===== src/rtl/butterfly_pkg.sv =====
// Shared definitions for the NTT/INTT butterfly datapath: op encodings,
// default field parameters and pipeline latency.
package butterfly_pkg;

    localparam logic [1:0] OP_CT     = 2'd0;
    localparam logic [1:0] OP_GS     = 2'd1;
    localparam logic [1:0] OP_ADDSUB = 2'd2;
    localparam logic [1:0] OP_MUL    = 2'd3;

    localparam int unsigned DEF_WIDTH   = 12;
    localparam int unsigned DEF_Q       = 3329;
    localparam int unsigned DEF_MUL_LAT = 3;

    // Accept edge to output-register load, identical for every op.
    function automatic int unsigned lat(input int unsigned mul_lat);
        return mul_lat + 3;
    endfunction

endpackage


===== src/rtl/modmul_barrett.sv =====
// Pipelined modular multiplier z = x*y mod Q using Barrett reduction.
// The product is registered first; the reduction feeds the final stage.
module modmul_barrett #(
    parameter int unsigned WIDTH   = 12,
    parameter int unsigned Q       = 3329,
    parameter int unsigned MUL_LAT = 3
) (
    input  logic             clk,
    input  logic             rst,
    input  logic             en,
    input  logic [WIDTH-1:0] x,
    input  logic [WIDTH-1:0] y,
    output logic [WIDTH-1:0] z
);

    localparam int unsigned PW = 2 * WIDTH;
    localparam logic [PW:0] R2K = {1'b1, {PW{1'b0}}};
    localparam logic [PW:0] MU  = R2K / (PW + 1)'(Q);

    // Quotient estimate is at most two short, so two corrections reach [0,Q).
    function automatic logic [WIDTH-1:0] reduce(input logic [PW-1:0] p);
        logic [2*PW-1:0] pm;
        logic [PW-1:0]   qe;
        logic [PW-1:0]   r;
        pm = (2 * PW)'(p) * (2 * PW)'(MU);
        qe = pm[2*PW-1:PW];
        r  = p - qe * PW'(Q);
        if (r >= PW'(Q)) r = r - PW'(Q);
        if (r >= PW'(Q)) r = r - PW'(Q);
        return r[WIDTH-1:0];
    endfunction

    logic [PW-1:0]    prod;
    logic [WIDTH-1:0] z_q;

    assign prod = PW'(x) * PW'(y);
    assign z    = z_q;

    if (MUL_LAT == 1) begin : g_one
        always_ff @(posedge clk or posedge rst) begin
            if (rst) begin
                z_q <= '0;
            end else if (en) begin
                z_q <= reduce(prod);
            end
        end
    end else begin : g_multi
        logic [PW-1:0] p_q [MUL_LAT-1];

        always_ff @(posedge clk or posedge rst) begin
            if (rst) begin
                for (int i = 0; i < MUL_LAT - 1; i++) p_q[i] <= '0;
                z_q <= '0;
            end else if (en) begin
                p_q[0] <= prod;
                for (int i = 1; i < MUL_LAT - 1; i++) p_q[i] <= p_q[i-1];
                z_q <= reduce(p_q[MUL_LAT-2]);
            end
        end
    end

endmodule


===== src/rtl/butterfly_pipe.sv =====
// Fully pipelined CT/GS/ADDSUB/MUL modular butterfly with optional halving,
// carrying op and tag alongside the data under full-pipeline backpressure.
module butterfly_pipe
    import butterfly_pkg::*;
#(
    parameter int unsigned WIDTH   = DEF_WIDTH,
    parameter int unsigned Q       = DEF_Q,
    parameter int unsigned MUL_LAT = DEF_MUL_LAT,
    parameter int unsigned TAG_W   = 8
) (
    input  logic             clk,
    input  logic             rst,
    input  logic             in_valid,
    output logic             in_ready,
    input  logic [1:0]       op,
    input  logic             halve,
    input  logic [WIDTH-1:0] a,
    input  logic [WIDTH-1:0] b,
    input  logic [WIDTH-1:0] w,
    input  logic [TAG_W-1:0] tag,
    output logic             out_valid,
    input  logic             out_ready,
    output logic [WIDTH-1:0] e,
    output logic [WIDTH-1:0] o,
    output logic [1:0]       out_op,
    output logic [TAG_W-1:0] out_tag,
    output logic             busy
);

    localparam logic [WIDTH:0] QX = (WIDTH + 1)'(Q);

    function automatic logic [WIDTH-1:0] mod_add(input logic [WIDTH-1:0] x, input logic [WIDTH-1:0] y);
        logic [WIDTH:0] s;
        s = {1'b0, x} + {1'b0, y};
        if (s >= QX) s = s - QX;
        return s[WIDTH-1:0];
    endfunction

    function automatic logic [WIDTH-1:0] mod_sub(input logic [WIDTH-1:0] x, input logic [WIDTH-1:0] y);
        logic [WIDTH:0] d;
        d = {1'b0, x} - {1'b0, y};
        if (x < y) d = d + QX;
        return d[WIDTH-1:0];
    endfunction

    function automatic logic [WIDTH-1:0] mod_halve(input logic [WIDTH-1:0] x);
        logic [WIDTH:0] s;
        s = x[0] ? {1'b0, x} + QX : {1'b0, x};
        return s[WIDTH:1];
    endfunction

    logic advance;

    logic             s0_v, s0_h;
    logic [1:0]       s0_op;
    logic [TAG_W-1:0] s0_tag;
    logic [WIDTH-1:0] s0_a, s0_b, s0_w;

    logic             s1_v, s1_h;
    logic [1:0]       s1_op;
    logic [TAG_W-1:0] s1_tag;
    logic [WIDTH-1:0] s1_e, s1_o, s1_w;

    // Delay line alongside the multiplier; index MUL_LAT-1 aligns with mul_z.
    logic [MUL_LAT-1:0] dl_v, dl_h;
    logic [1:0]         dl_op  [MUL_LAT];
    logic [TAG_W-1:0]   dl_tag [MUL_LAT];
    logic [WIDTH-1:0]   dl_e   [MUL_LAT];
    logic [WIDTH-1:0]   dl_o   [MUL_LAT];

    logic             s2_v;
    logic [1:0]       s2_op;
    logic [TAG_W-1:0] s2_tag;
    logic [WIDTH-1:0] s2_e, s2_o;

    logic [WIDTH-1:0] pre_e, pre_o, mul_z, sum_e, sum_o, post_e, post_o;

    assign advance  = !(out_valid && !out_ready);
    assign in_ready = advance;
    assign busy     = s0_v | s1_v | (|dl_v) | s2_v | out_valid;

    // GS/ADDSUB form a+b and a-b here; CT/MUL pass a and b straight through.
    always_comb begin
        pre_e = s0_a;
        pre_o = s0_b;
        if (s0_op == OP_GS || s0_op == OP_ADDSUB) begin
            pre_e = mod_add(s0_a, s0_b);
            pre_o = mod_sub(s0_a, s0_b);
        end
    end

    modmul_barrett #(
        .WIDTH  (WIDTH),
        .Q      (Q),
        .MUL_LAT(MUL_LAT)
    ) u_mul (
        .clk(clk),
        .rst(rst),
        .en (advance),
        .x  (s1_o),
        .y  (s1_w),
        .z  (mul_z)
    );

    always_comb begin
        sum_e = '0;
        sum_o = '0;
        unique case (dl_op[MUL_LAT-1])
            OP_CT: begin
                sum_e = mod_add(dl_e[MUL_LAT-1], mul_z);
                sum_o = mod_sub(dl_e[MUL_LAT-1], mul_z);
            end
            OP_GS: begin
                sum_e = dl_e[MUL_LAT-1];
                sum_o = mul_z;
            end
            OP_ADDSUB: begin
                sum_e = dl_e[MUL_LAT-1];
                sum_o = dl_o[MUL_LAT-1];
            end
            OP_MUL: begin
                sum_e = mul_z;
                sum_o = '0;
            end
        endcase
        post_e = dl_h[MUL_LAT-1] ? mod_halve(sum_e) : sum_e;
        post_o = dl_h[MUL_LAT-1] ? mod_halve(sum_o) : sum_o;
    end

    always_ff @(posedge clk or posedge rst) begin
        if (rst) begin
            {s0_v, s0_h, s0_op, s0_tag, s0_a, s0_b, s0_w} <= '0;
            {s1_v, s1_h, s1_op, s1_tag, s1_e, s1_o, s1_w} <= '0;
            dl_v <= '0;
            dl_h <= '0;
            for (int i = 0; i < MUL_LAT; i++) begin
                dl_op[i]  <= '0;
                dl_tag[i] <= '0;
                dl_e[i]   <= '0;
                dl_o[i]   <= '0;
            end
            {s2_v, s2_op, s2_tag, s2_e, s2_o} <= '0;
            {out_valid, out_op, out_tag, e, o} <= '0;
        end else if (advance) begin
            s0_v   <= in_valid;
            s0_h   <= halve;
            s0_op  <= op;
            s0_tag <= tag;
            s0_a   <= a;
            s0_b   <= b;
            s0_w   <= w;

            s1_v   <= s0_v;
            s1_h   <= s0_h;
            s1_op  <= s0_op;
            s1_tag <= s0_tag;
            s1_e   <= pre_e;
            s1_o   <= pre_o;
            s1_w   <= s0_w;

            dl_v[0]   <= s1_v;
            dl_h[0]   <= s1_h;
            dl_op[0]  <= s1_op;
            dl_tag[0] <= s1_tag;
            dl_e[0]   <= s1_e;
            dl_o[0]   <= s1_o;
            for (int i = 1; i < MUL_LAT; i++) begin
                dl_v[i]   <= dl_v[i-1];
                dl_h[i]   <= dl_h[i-1];
                dl_op[i]  <= dl_op[i-1];
                dl_tag[i] <= dl_tag[i-1];
                dl_e[i]   <= dl_e[i-1];
                dl_o[i]   <= dl_o[i-1];
            end

            s2_v   <= dl_v[MUL_LAT-1];
            s2_op  <= dl_op[MUL_LAT-1];
            s2_tag <= dl_tag[MUL_LAT-1];
            s2_e   <= post_e;
            s2_o   <= post_o;

            out_valid <= s2_v;
            out_op    <= s2_op;
            out_tag   <= s2_tag;
            e         <= s2_e;
            o         <= s2_o;
        end
    end

endmodule

===== config.mk =====
export PLATFORM = sky130hd
export DESIGN_NAME = butterfly_pipe
export DESIGN_NICKNAME = d
export VERILOG_FILES = /design/src/rtl/butterfly_pkg.sv /design/src/rtl/modmul_barrett.sv /design/src/rtl/butterfly_pipe.sv
export SDC_FILE = /design/constraint.sdc
export NUM_CORES = 2
export LEC_CHECK = 0
export ABC_AREA = 1
export BUFFER_PORTS_ARGS = -buffer_cell sky130_fd_sc_hd__buf_2
export CELL_PAD_IN_SITES_DETAIL_PLACEMENT = 1
export CELL_PAD_IN_SITES_GLOBAL_PLACEMENT = 1
export CORE_UTILIZATION = 30
export CTS_BUF_LIST = sky130_fd_sc_hd__clkbuf_4
export DETAILED_ROUTE_END_ITERATION = 12
export HOLD_SLACK_MARGIN = 0.08
export MAX_ROUTING_LAYER = met4
export PLACE_DENSITY = 0.59
export SLEW_MARGIN = 30
export SYNTH_ARGS = -nofsm -noshare
export SYNTH_HDL_FRONTEND = slang
export SYNTH_HIERARCHICAL = 1
export SYNTH_SLANG_ARGS = --single-unit
export TNS_END_PERCENT = 100

===== constraint.sdc =====
create_clock -name clk -period 27.3 [get_ports clk]
set_clock_uncertainty 0.05 [all_clocks]
set_input_delay 4.095 -clock clk [delete_from_list [all_inputs] [get_ports clk]]
set_output_delay 4.095 -clock clk [all_outputs]
set_load 0.02 [all_outputs]

==> metrics.md <==
| Metric | Value |
|---|---|
| #FFs+latches synth | `334` |
| GRT Overall Usage | `17.8%` |
| Drt initial violations | `1105` |
| Ys async rst share | `100%` |
| CTS resizes | `0` |
| RSZ-0062 raised after global routing | `no` |
| Max Buffers Root-to-Sink | `3` |
| Routed wire per std cell | `16.0 um` |
| Hold path start | `s2_op[1]` |
| Initial Utilization | `30.2%` |
| Register area share after synthesis | `25.4%` |
| Hold path depth | `2` |
| Final Non-Filler Cells | `5897` |
| R2R Path End | `u_mul/z[6]` |
| Final period util | `43.6%` |
| Final #Nets | `5052` |
| Top_reg_cell synth | `dfrtp_1` |
| Vias in the first global route | `28784` |
| Chip Height | `333 um` |
| Reg clk slew, reported paths | `0.06 ns` |
| Setup WS post-layout | `15.41 ns` |
| Vias | `27198` |
| CP Capture Type | `flop` |
| Critical Path Start Type | `flop` |
| Area contributors post-synth | `dfrtp_1 (25%), fa_1 (16%), nand2_1 (15%)` |
| CP max FO | `31` |
| CTS root buf | `clkbuf_4` |
| Slowest stage delay, CP | `0.70 ns` |
| Critical path's most frequent cell | `inv_1` |
| Layout cells sized above 1 | `9.44%` |
| First-pass DRT Iterations | `5` |
| Skew-Pair Late Insertion Delay | `0.82 ns` |
| CP Data Required Time | `27.96 ns` |
| Top cell type's share of synthesized area | `25.4%` |
| Mean Syn Cell Area | `7.57 sq um` |
| R2R depth | `51` |
| Setup TNS | `0 ns` |
| Hold Buf Count CTS | `0` |
| Core area | `109000 sq um` |
| Syn Inst Count | `4346` |
| Crit-path slowest cell | `dfrtp_1` |
| DP HPWL | `74900 um` |
| Fmax | `0.0841 GHz` |
| Total die area | `111000 sq um` |
| # fillers | `13437` |
| Hold Crit Endpoint | `out_op[1]` |
| H-tree depth | `3` |
| Max cap viols | `0` |
| Port Buffers | `87` |
| Die W | `333 um` |
| Final slew viol count | `0` |
| Synth unique cells | `62` |
| Num rows | `121` |
| Status | `finished clean` |
| Worst slack, placed | `15.32 ns` |
| Cts bufs inserted | `99` |
| Syn Nets | `4985` |
| Num Clock Sinks | `334` |
| Yosys warns | `6` |
| Final-report hold violation count | `0` |
| Slew margin rel. | `40.7%` |
| Num ports | `88` |
| Tmin final | `11.89 ns` |
| Antenna-violating nets left | `0` |
| Drt via density | `4.61` |
| Postcts setup bufs | `0` |
| Grt ovf | `0` |
| Mapped Area | `32900 sq um` |
| Slew @ Worst Pin | `0.889 ns` |
| Post-Place Cells | `5726` |
| R2r setup slk | `15.41 ns` |
| Cell taking the most area after synthesis | `dfrtp_1` |
| Crit path DAT | `12.55 ns` |
| Worst hold path class | `reg -> reg` |
| Largest net degree at the start of global routing | `214` |
| Setup-failing EPs final | `0` |
| EDFF count, synth | `0` |
| WL final | `94100 um` |
| Area Growth Syn to Fin | `8.94%` |
| First-pass GRT wire length | `157000 um` |
| Worst flop-to-flop path startpoint | `u_mul/g_multi.p_q[14]` |
| Antenna violations before repair | `1` |
| Kind of critical path | `reg -> reg` |
| CTS tree | `done` |
| DRC | `0` |
| Final GP Congestion | `0.874` |
==> routing by layer <==
layer	GRT usage [%]	routed length [um]	share of wire (%)	vias up
met5	-	0	0	-
met4	3.37	1430	1.5	0
met3	1.75	2180	2.3	92
met2	27.8	42500	45	287
met1	25.2	48000	51	13232
li1	-	-	-	13587
==> registers in the layout, indices dropped and copies added, names as in the netlist, 12 cells and up <==
signal,flops
s1_e,12
s0_w,12
u_mul/z,12
s2_e,12
s0_a,12
dl_tag,24
s2_o,12
s1_o,12
e,12
s1_w,12
dl_o,36
u_mul/g_multi.p_q,48
dl_e,36
o,12
s0_b,12
==> worst max-delay path, delay by kind of cell, from the launching register on <==
kind	cells	cell delay (ns)
AOI/OAI and AO/OA	2	0.50
DFF	1	0.70
buffers and inverters	10	0.75
and+or+nand+nor	24	3.31
adders and majority gates	13	5.74
xor gates and xnor gates	2	0.68
==> worst max-delay path by stage <==
stage | cells past startpoint | slack [ns] | end | startpoint
CTS | 51 | 15.29 | u_mul/z[6] | u_mul/g_multi.p_q[14]
global route | 51 | 14.46 | u_mul/z[8] | u_mul/g_multi.p_q[14]
detailed placement | 51 | 15.32 | u_mul/z[10] | u_mul/g_multi.p_q[14]
finish | 51 | 15.41 | u_mul/z[6] | u_mul/g_multi.p_q[14]
floorplan | 1 | 15.60 | dl_e[0] | rst
global placement | 51 | 15.59 | u_mul/z[6] | u_mul/g_multi.p_q[14]
==> layout by cell type (no fill, tap or decap), drive strengths merged, types with 2 or more instances in the layout <==
master  instances
nor3b           4
clkinv         41
xnor2          20
o211ai         10
a21boi          5
o221ai          5
dfrtp         334
fa            260
ha            328
o21ai         281
nand4          44
o21bai          9
nor3           21
xor2           68
o22ai           5
o21a            3
nand2        1404
inv           814
o31ai           5
and2            3
nand3b         16
or2            10
a21oi         146
nor4            4
a221oi          3
a21o            4
nand3         194
clkbuf        130
nor2          189
buf            99
a211oi          2
a31oi          15
==> Yosys cell counts, drive strengths merged, types with 9 or more instances <==
master and number:
inv 809, nor3 21, nand3b 16, a21oi 146, o21ai 281, nor2 189, or2 10, o21bai 9
clkbuf 104, nand3 194, o211ai 10, dfrtp 334, fa 260, buf 29, ha 328, nand4 44
xnor2 20, a31oi 15, xor2 68, nand2 1404
==> logic make-up after synthesis <==
family | Yosys count | share of synthesized area, %
and+or+nand+nor | 1890 | 24.4
AOI/OAI and AO/OA | 498 | 8.38
xor gates and xnor gates | 88 | 2.39
DFF | 334 | 25.4
adders and majority gates | 588 | 28.3
buffers and inverters | 948 | 11.1
==> through the flow <==
step	util [%]	hold slack, ns	instance area (sq um)
2_1_floorplan	-	0.392	32900
3_3_place_gp	31.8	0.403	34700
3_5_place_dp	31.8	0.407	34700
4_1_cts	32.9	0.400	35800
5_1_grt	32.9	0.437	35800
6_report	32.9	0.410	35800
==> area by class of cell <==
type                            count  area, sq um  share of cell area [%]
Timing Repair Buffer               99          563                    1.57
Antenna cell                        1         2.50                 0.00698
Clock inverter                     40          205                   0.572
Clock buffer                      130          976                    2.72
Sequential cell                   334         8360                    23.3
Multi-Input combinational cell   3064        20900                    58.3
Tap cell                         1414         1770                    4.94
Inverter                          815         3090                    8.61
Power is left out: the tool's default activity adds up to more than one toggle a clock period on the data nets, which glitch-free logic cannot reach.
